<file path="src/rtl/clk_div_pkg.sv">
// clk_div_pkg: shared constants and per-channel state record for clk_div_multi
package clk_div_pkg;
  localparam int DIV_MIN = 2;
  localparam int DEF_DIV = 4;
  localparam int CH_W = 3;
  typedef struct packed {
    logic running;
    logic pending;
  } chan_flags_t;
endpackage

</file>
<file path="src/rtl/clk_div_chan.sv">
// clk_div_chan: one glitch-free divider channel; ports clk, reset(active-low), en, sync, wr/div (decoded write), clk_out, tick
module clk_div_chan
  import clk_div_pkg::*;
#(
  parameter int CNT_W = 16,
  parameter int DEF_DIV = clk_div_pkg::DEF_DIV
) (
  input  logic             clk,
  input  logic             reset,
  input  logic             en,
  input  logic             sync,
  input  logic             wr,
  input  logic [CNT_W-1:0] div,
  output logic             clk_out,
  output logic             tick
);
  logic [CNT_W-1:0] d, p, cnt, cnt_nx, d_nx, h;
  chan_flags_t st;
  logic wrap, live;
  always_comb begin
    live = en && st.running;
    wrap = !st.running || cnt == d - CNT_W'(1) || sync;
    cnt_nx = (!en || wrap) ? '0 : cnt + CNT_W'(1);
    d_nx = (en && wrap && st.pending) ? p : d;
    h = (d_nx >> 1) + CNT_W'(d_nx[0]);
  end
  always_ff @(posedge clk) begin
    if (!reset) begin
      d <= CNT_W'(DEF_DIV);
      p <= CNT_W'(DEF_DIV);
      cnt <= '0;
      st <= '0;
      clk_out <= 1'b0;
      tick <= 1'b0;
    end else begin
      cnt <= cnt_nx;
      clk_out <= en && cnt_nx < h;
      tick <= en && cnt_nx == '0;
      st.running <= en;
      d <= (wr && !live) ? div : d_nx;
      p <= (wr && live) ? div : p;
      st.pending <= wr ? live : st.pending && !(en && wrap);
    end
  end
endmodule

</file>
<file path="src/rtl/clk_div_multi.sv">
// clk_div_multi: NUM_CH independent clock dividers with shared sync and divisor write port
// ports: clk, reset(sync active-low), en[NUM_CH], sync, cfg_wr/cfg_ch/cfg_div, cfg_err, clk_out[NUM_CH], tick[NUM_CH]
module clk_div_multi
  import clk_div_pkg::*;
#(
  parameter int NUM_CH = 2,
  parameter int CNT_W = 16,
  parameter int DEF_DIV = clk_div_pkg::DEF_DIV
) (
  input  logic              clk,
  input  logic              reset,
  input  logic [NUM_CH-1:0] en,
  input  logic              sync,
  input  logic              cfg_wr,
  input  logic [CH_W-1:0]   cfg_ch,
  input  logic [CNT_W-1:0]  cfg_div,
  output logic              cfg_err,
  output logic [NUM_CH-1:0] clk_out,
  output logic [NUM_CH-1:0] tick
);
  logic valid;
  assign valid = int'(cfg_ch) < NUM_CH && cfg_div >= CNT_W'(DIV_MIN);
  always_ff @(posedge clk) cfg_err <= reset && cfg_wr && !valid;
  for (genvar c = 0; c < NUM_CH; c++) begin : g_ch
    clk_div_chan #(.CNT_W(CNT_W), .DEF_DIV(DEF_DIV)) u_chan (
      .clk(clk),
      .reset(reset),
      .en(en[c]),
      .sync(sync),
      .wr(cfg_wr && valid && cfg_ch == CH_W'(c)),
      .div(cfg_div),
      .clk_out(clk_out[c]),
      .tick(tick[c])
    );
  end
endmodule

</file>
<file path="config.mk">
export PLATFORM = sky130hd
export DESIGN_NAME = clk_div_multi
export DESIGN_NICKNAME = d
export VERILOG_FILES = /design/src/rtl/clk_div_pkg.sv /design/src/rtl/clk_div_chan.sv /design/src/rtl/clk_div_multi.sv
export SDC_FILE = /design/constraint.sdc
export NUM_CORES = 1
export LEC_CHECK = 0
export ABC_AREA = 1
export CORE_MARGIN = 3
export CORE_UTILIZATION = 55
export CTS_BUF_LIST = sky130_fd_sc_hd__clkbuf_16
export CTS_CLUSTER_SIZE = 28
export DETAILED_ROUTE_END_ITERATION = 10
export PLACE_DENSITY = 0.81
export SLEW_MARGIN = 30
export SYNTH_ARGS = -nofsm -noshare
export SYNTH_HDL_FRONTEND = slang
export SYNTH_SLANG_ARGS = --single-unit
</file>
<file path="constraint.sdc">
create_clock -name clk -period 4.4 [get_ports clk]
set_clock_uncertainty 0.1 [all_clocks]
set_input_delay 1.1 -clock clk [delete_from_list [all_inputs] [get_ports clk]]
set_output_delay 1.1 -clock clk [all_outputs]
set_load 0.01 [all_outputs]
</file>
==> results.toml, run 1 <==
[pwr]
power_per_cell_area_nw_per_um2 = 244
peakVddDrop_mv = 0.259
p_leak_nw = 4.29
power_mw = 2.07

[setup_path]
cp_common_cell = "sky130_fd_sc_hd__nand2_1"
crit_path_max_fanout = 11
cpMaxStageDelayCell = "sky130_fd_sc_hd__dfxtp_1"
worstSetupPathType = "flip-flop to flip-flop"
timing.critical_path.to_type = "flip-flop"
worst_setup_path_start_kind = "flip-flop"
cpPeakStageDelay_ns = 0.32
worst_ep_required_time_ns = 4.60
signal_arrival_time_at_the_worst_endpoint_ns = 4.38

[die]
std_cell_rows = 42
die_h_um = 124
die_width_um = 124
pin_count = 30
core_area_um2 = 13500
die_area_um2 = 15400
initial_core_utilization_pct = 57.2

[yosys]
synth_edf_count = 0
synth_unique_cells = 40
synth_warnings = 0
ys_dominant_reg_cell = "sky130_fd_sc_hd__dfxtp_1"
syn-cell-area_um2 = 7690
seq_area_frac_synth_pct = 27.3
async_flop_share_pct = 0
post_synth.cell_area_avg_um2 = 6.28
syn_nets = 1288
synth_seq_cells = 105
synthesis.instances = 1225

[clock_network]
cts-htree-levels = 3
clk_path_buf_depth = 2
clk_root_buffer_cell = "sky130_fd_sc_hd__clkbuf_16"
tritoncts.num_buffers = 9
clkTransAtPathRegs_ns = 0.08
cts.sinks = 105
tritoncts = "done"
clk_latency_ns = 0.36

[cells_and_area]
stdcell_count = 1425
finish.instance_area_um2 = 8490
post-route-util_pct = 63.1
drive_above_1_share_pct = 8.57
antennaDiodeCount = 0
area_growth_pct = 10.4
layout.cells.most_common_list = "294 x sky130_fd_sc_hd__nand2_1, 189 x sky130_fd_sc_hd__inv_1, 126 x sky130_fd_sc_hd__nor2_1"
final_common_cell = "sky130_fd_sc_hd__nand2_1"
final_nets = 1307

[routing]
drt-initial-drc-count = 639
first_pass_iters = 5
via_count = 7701
totalWireLength_mm = 20.9
route.detailed.drc = 0
via_count_normalized_by_instance_count = 5.40
remaining_antenna_violation_count_after_routing = 0
route.detailed.wl_per_inst_um = 14.7

[global_route]
grt_usage_pct = 26.4
initial_antenna_violation_count = 0
grt_pass1_wl_mm = 33.7
vias_in_the_first_global_route = 6882
global_route.overflow_total = 0
grt_max_degree = 33

[timing]
timing_worst_slew_pin_value_ns = 0.734
post-route-period-util_pct = 95.1
setup_viol = 0
final.setup.tns_ns = 0
timing_max_transition_violations_final = 0
hold_violations = 0
grt_setup_unrepaired = "no"
max_freq_mhz = 239
slew-limit-headroom_pct = 51.0
layout_min_cycle_time_ns = 4.18

[place]
hpwlAfterDp_mm = 16.4
globalplace.congestion = 0.939
placed_cell_area_um2 = 8130
buffer_ports.inserted = 29
dp.cells = 1407

[run]
max-cap-violations = 0

[min_path]
hp-class = "flip-flop to flip-flop"

[status]
run_status = "complete, no violations"
-- critical path, delay by kind of cell (launching register included) --
family	cells	cell delay [ns]
AOI/OAI and AO/OA	4	0.57
xor gates and xnor gates	1	0.19
adders and majority gates	4	0.96
buffers and inverters	3	0.35
DFF	1	0.32
and+or+nand+nor	16	1.63
-- synthesized netlist by cell type (10+ instances only) --
master	n	area share, %
sky130_fd_sc_hd__a21oi_1	73	4.8
sky130_fd_sc_hd__clkbuf_1	25	1.2
sky130_fd_sc_hd__dfxtp_1	105	27
sky130_fd_sc_hd__ha_1	38	6.2
sky130_fd_sc_hd__inv_1	191	9.3
sky130_fd_sc_hd__inv_2	10	0.49
sky130_fd_sc_hd__nand2_1	296	14
sky130_fd_sc_hd__nand2_2	16	1.3
sky130_fd_sc_hd__nand3_1	62	4.0
sky130_fd_sc_hd__nand4_1	39	3.2
sky130_fd_sc_hd__nor2_1	127	6.2
sky130_fd_sc_hd__nor2_2	13	1.1
sky130_fd_sc_hd__nor3_1	29	1.9
sky130_fd_sc_hd__o21ai_0	77	5.0
sky130_fd_sc_hd__xnor2_1	14	1.6
sky130_fd_sc_hd__xor2_1	38	4.3
-- metrics by stage --
step,setup WS (ns),hold slack (ns)
final,0.217,0.379
after global routing,0.000362,0.388
after CTS,0.200,0.371
after detailed placement,0.0503,0.354
after global placement,0.207,0.348
after floorplan,0.649,0.329
-- worst paths after layout --
path         cells past startpoint                        startpoint  slack, ns                                end
max                             28    g_ch[1].u_chan.d[1]$_SDFF_PN0_       0.22  g_ch[1].u_chan.clk_out$_SDFF_PN0_
min                              2  g_ch[0].u_chan.p[2]$_SDFFE_PN1P_       0.38   g_ch[0].u_chan.p[2]$_SDFFE_PN1P_
max reg2reg                     28    g_ch[1].u_chan.d[1]$_SDFF_PN0_       0.22  g_ch[1].u_chan.clk_out$_SDFF_PN0_
min reg2reg                      2  g_ch[0].u_chan.p[2]$_SDFFE_PN1P_       0.38   g_ch[0].u_chan.p[2]$_SDFFE_PN1P_
-- cell type report --
class | instances | area [um^2]
clock buffer | 9 | 225
tap | 176 | 220
clock inverter | 7 | 68.8
multi-input combinational | 874 | 4660
fill | 1288 | 4970
timing repair buffer | 49 | 440
inverter | 205 | 771
sequential | 105 | 2100
-- flip-flops by register name (all words and copies together) (netlist names) --
signal,count
g_ch.u_chan.clk_out,2
g_ch.u_chan.tick,2
g_ch.u_chan.d,32
g_ch.u_chan.cnt,32
g_ch.u_chan.st,4
cfg_err,1
g_ch.u_chan.p,32
-- power breakdown --
| part | total [mW] | internal [mW] | leakage [nW] | switching (mW) |
|---|---|---|---|---|
| combinational | 0.264 | 0.0975 | 3.30 | 0.167 |
| sequential | 0.987 | 0.966 | 0.850 | 0.0208 |
| clock | 0.816 | 0.441 | 0.143 | 0.375 |
| total | 2.07 | 1.50 | 4.29 | 0.563 |
-- what timing repair did --
| action | in CTS | in global routing |
|---|---|---|
| setup endpoints to repair | 0 | 2 |
| buffers inserted | 0 | 2 |
| hold buffers | 0 | 0 |
| gates resized for setup | 0 | 14 |
| endpoints found under the hold margin | 0 | 0 |
-- logic make-up (layout without fill, tap and decap cells) --
group | after synthesis | count (layout) | share of synthesized area [%]
and+or+nand+nor | 616 | 616 | 36.4
buffers and inverters | 246 | 270 | 12.7
AOI/OAI and AO/OA | 168 | 168 | 11.5
DFF | 105 | 105 | 27.3
xor gates and xnor gates | 52 | 52 | 5.92
adders and majority gates | 38 | 38 | 6.18
-- routing by layer --
layer | up-vias | track usage (%) | part of all wire [%]
met1 | 3495 | 38.5 | 47
met4 | 0 | 4.84 | 0.82
li1 | 3931 | - | -
met2 | 260 | 41.7 | 44
met3 | 15 | 3.91 | 7.8
met5 | - | 0 | 0
Note: power is estimated with default switching activity, not from simulation.
==> inputs of run 2 (changes only) <==
--- a/config.mk
+++ b/config.mk
@@ -12,7 +12,7 @@
 export CTS_CLUSTER_SIZE = 28
 export DETAILED_ROUTE_END_ITERATION = 10
 export PLACE_DENSITY = 0.81
-export SLEW_MARGIN = 30
+export SLEW_MARGIN = 20
 export SYNTH_ARGS = -nofsm -noshare
 export SYNTH_HDL_FRONTEND = slang
 export SYNTH_SLANG_ARGS = --single-unit
==> constraint.sdc (replaced) <==
create_clock -name clk -period 4.2 [get_ports clk]
set_clock_uncertainty 0.1 [all_clocks]
set_input_delay 1.05 -clock clk [delete_from_list [all_inputs] [get_ports clk]]
set_output_delay 1.05 -clock clk [all_outputs]
set_load 0.01 [all_outputs]
==> results.toml, run 2 (synthesized netlist as in run 1, its figures left out) <==
[die]
core_area_um2 = 13500
pin_count = 30
die_width_um = 124
std_cell_rows = 42
die_h_um = 124
die_area_um2 = 15400
initial_core_utilization_pct = 57.2

[setup_path]
worst_ep_required_time_ns = 4.39
r2r.worst_path.cells = 27
cpMaxStageDelayCell = "sky130_fd_sc_hd__dfxtp_1"
timing.critical_path.to_type = "flip-flop"
signal_arrival_time_at_the_worst_endpoint_ns = 4.07
worstSetupPathType = "flip-flop to flip-flop"
crit_path_max_fanout = 5
critPathTopFamily = "simple AND/OR/NAND/NOR gates"
path_buf_inv = 3
cp_common_cell = "sky130_fd_sc_hd__nand2_1"
cpPeakStageDelay_ns = 0.36
worst_setup_path_start_kind = "flip-flop"
crit_cells = 27

[global_route]
globalRouteMet2Util_pct = 40.1
grt_util_met3_pct = 2.49
grt_max_degree = 33
grt_usage_pct = 26.5
grt.met1_usage_pct = 40.4
initial_antenna_violation_count = 0
grt_pass1_wl_mm = 33.9
global_route.overflow_total = 0
grt.busiest_layer = "met1"
vias_in_the_first_global_route = 6918

[routing]
via_count = 7721
route.detailed.wl_per_inst_um = 14.5
route.detailed.drc = 0
remaining_antenna_violation_count_after_routing = 0
drt-initial-drc-count = 691
first_pass_iters = 5
totalWireLength_mm = 20.7
via_count_normalized_by_instance_count = 5.39

[place]
placed_cell_area_um2 = 8170
globalplace.congestion = 0.961
hpwlAfterDp_mm = 16.3
buffer_ports.inserted = 29
dp.cells = 1412

[timing]
setup_viol = 0
final.setup.tns_ns = 0
post-route-period-util_pct = 92.3
hold_violations = 0
max_freq_mhz = 258
timing_worst_slew_pin_value_ns = 0.548
slew-limit-headroom_pct = 63.1
timing_max_transition_violations_final = 0
layout_min_cycle_time_ns = 3.87

[clock_network]
cts-htree-levels = 3
clk_root_buffer_cell = "sky130_fd_sc_hd__clkbuf_16"
clkTransAtPathRegs_ns = 0.07
clk_latency_ns = 0.35
clk_path_buf_depth = 2
cts.sinks = 105
tritoncts = "done"
tritoncts.num_buffers = 9
cts_hold_buffers = 0

[cells_and_area]
final_nets = 1315
final_common_cell = "sky130_fd_sc_hd__nand2_1"
post-route-util_pct = 63.6
finish.instance_area_um2 = 8560
drive_above_1_share_pct = 9.71
antennaDiodeCount = 0
stdcell_count = 1432
area_growth_pct = 11.3
layout.cells.most_common_list = "293 x sky130_fd_sc_hd__nand2_1, 188 x sky130_fd_sc_hd__inv_1, 122 x sky130_fd_sc_hd__nor2_1"
largestRegisters = "g_ch.u_chan.cnt (32), g_ch.u_chan.d (32), g_ch.u_chan.p (32)"

[pwr]
power_per_cell_area_nw_per_um2 = 247
relative_contribution_of_the_clock_network_to_total_power_pct = 37.7
power.combinational.fraction_pct = 13.3
p_leak_nw = 4.32
peakVddDrop_mv = 0.274
p_int_mw = 1.52
p_sw_mw = 0.592
power_switching_share_pct = 28.0
pwr-share-seq_pct = 49.0

[min_path]
hp-class = "flip-flop to flip-flop"
whs_path_depth = 2

[run]
max-cap-violations = 0

[status]
run_status = "complete, no violations"
[run 2: area by class of cell]
cell class,instances,area (um^2)
fill,1248,4900
sequential,105,2100
inverter,205,771
clock buffer,9,225
tap,176,220
clock inverter,6,42.5
timing repair buffer,57,500
multi-input combinational,874,4700
[run 2: what timing repair did]
action                                 in CTS  in global routing
buffers inserted                            0                  5
endpoints found under the hold margin       0                  0
resized for setup                           0                 24
setup endpoints to repair                   0                  2
[run 2: worst register-to-register path: stages (launching register included)]
cell	delay, ns
sky130_fd_sc_hd__dfxtp_1	0.36
sky130_fd_sc_hd__inv_2	0.07
sky130_fd_sc_hd__ha_2	0.32
sky130_fd_sc_hd__xor2_1	0.13
sky130_fd_sc_hd__nand2_1	0.06
sky130_fd_sc_hd__nor2_1	0.10
sky130_fd_sc_hd__nand2_1	0.05
sky130_fd_sc_hd__nor2_1	0.11
sky130_fd_sc_hd__nand3_1	0.09
sky130_fd_sc_hd__nor2_2	0.13
sky130_fd_sc_hd__nand2_2	0.09
sky130_fd_sc_hd__nand2_4	0.08
sky130_fd_sc_hd__nand3_4	0.06
sky130_fd_sc_hd__clkinv_2	0.08
sky130_fd_sc_hd__nand2_1	0.05
sky130_fd_sc_hd__o21ai_0	0.11
sky130_fd_sc_hd__ha_2	0.25
sky130_fd_sc_hd__ha_2	0.21
sky130_fd_sc_hd__nand2_2	0.10
sky130_fd_sc_hd__nor3_4	0.18
sky130_fd_sc_hd__buf_4	0.15
sky130_fd_sc_hd__xor2_1	0.15
sky130_fd_sc_hd__ha_1	0.27
sky130_fd_sc_hd__nand2_1	0.07
sky130_fd_sc_hd__nor2_1	0.04
sky130_fd_sc_hd__a211oi_1	0.17
sky130_fd_sc_hd__nand2_1	0.08
sky130_fd_sc_hd__a21oi_1	0.11
[run 2: per-layer routing]
layer	up-vias	share of wire (%)
met5	-	0
li1	3952	-
met1	3451	48
met2	294	43
met4	0	1.4
met3	24	7.5
[run 2: power groups by stage]
| stage | Sequential, mW | Combinational, mW | Clock (mW) |
|---|---|---|---|
| after global routing | 1.03 | 0.317 | 0.843 |
| after global placement | 1.05 | 0.266 | 0 |
| after CTS | 1.03 | 0.272 | 0.804 |
| after floorplan | 1.05 | 0.188 | 0 |
| final | 1.03 | 0.281 | 0.797 |
| after detailed placement | 1.06 | 0.270 | 0 |
[run 2: worst paths after layout]
kind | slack, ns | start | to
max | 0.33 | g_ch[1].u_chan.d[0]$_SDFF_PN0_ | g_ch[1].u_chan.clk_out$_SDFF_PN0_
min | 0.38 | g_ch[1].u_chan.p[2]$_SDFFE_PN1P_ | g_ch[1].u_chan.p[2]$_SDFFE_PN1P_
max reg2reg | 0.33 | g_ch[1].u_chan.d[0]$_SDFF_PN0_ | g_ch[1].u_chan.clk_out$_SDFF_PN0_
min reg2reg | 0.38 | g_ch[1].u_chan.p[2]$_SDFFE_PN1P_ | g_ch[1].u_chan.p[2]$_SDFFE_PN1P_
[run 2: metrics by stage]
step           setup WS, ns  hold WS [ns]  power, mW
4_1_cts               0.137         0.375       2.11
3_3_place_gp          0.114         0.346       1.32
5_1_grt             -0.0248         0.413       2.19
2_1_floorplan         0.499         0.329       1.23
6_report              0.325         0.381       2.11
3_5_place_dp        0.00917         0.358       1.33
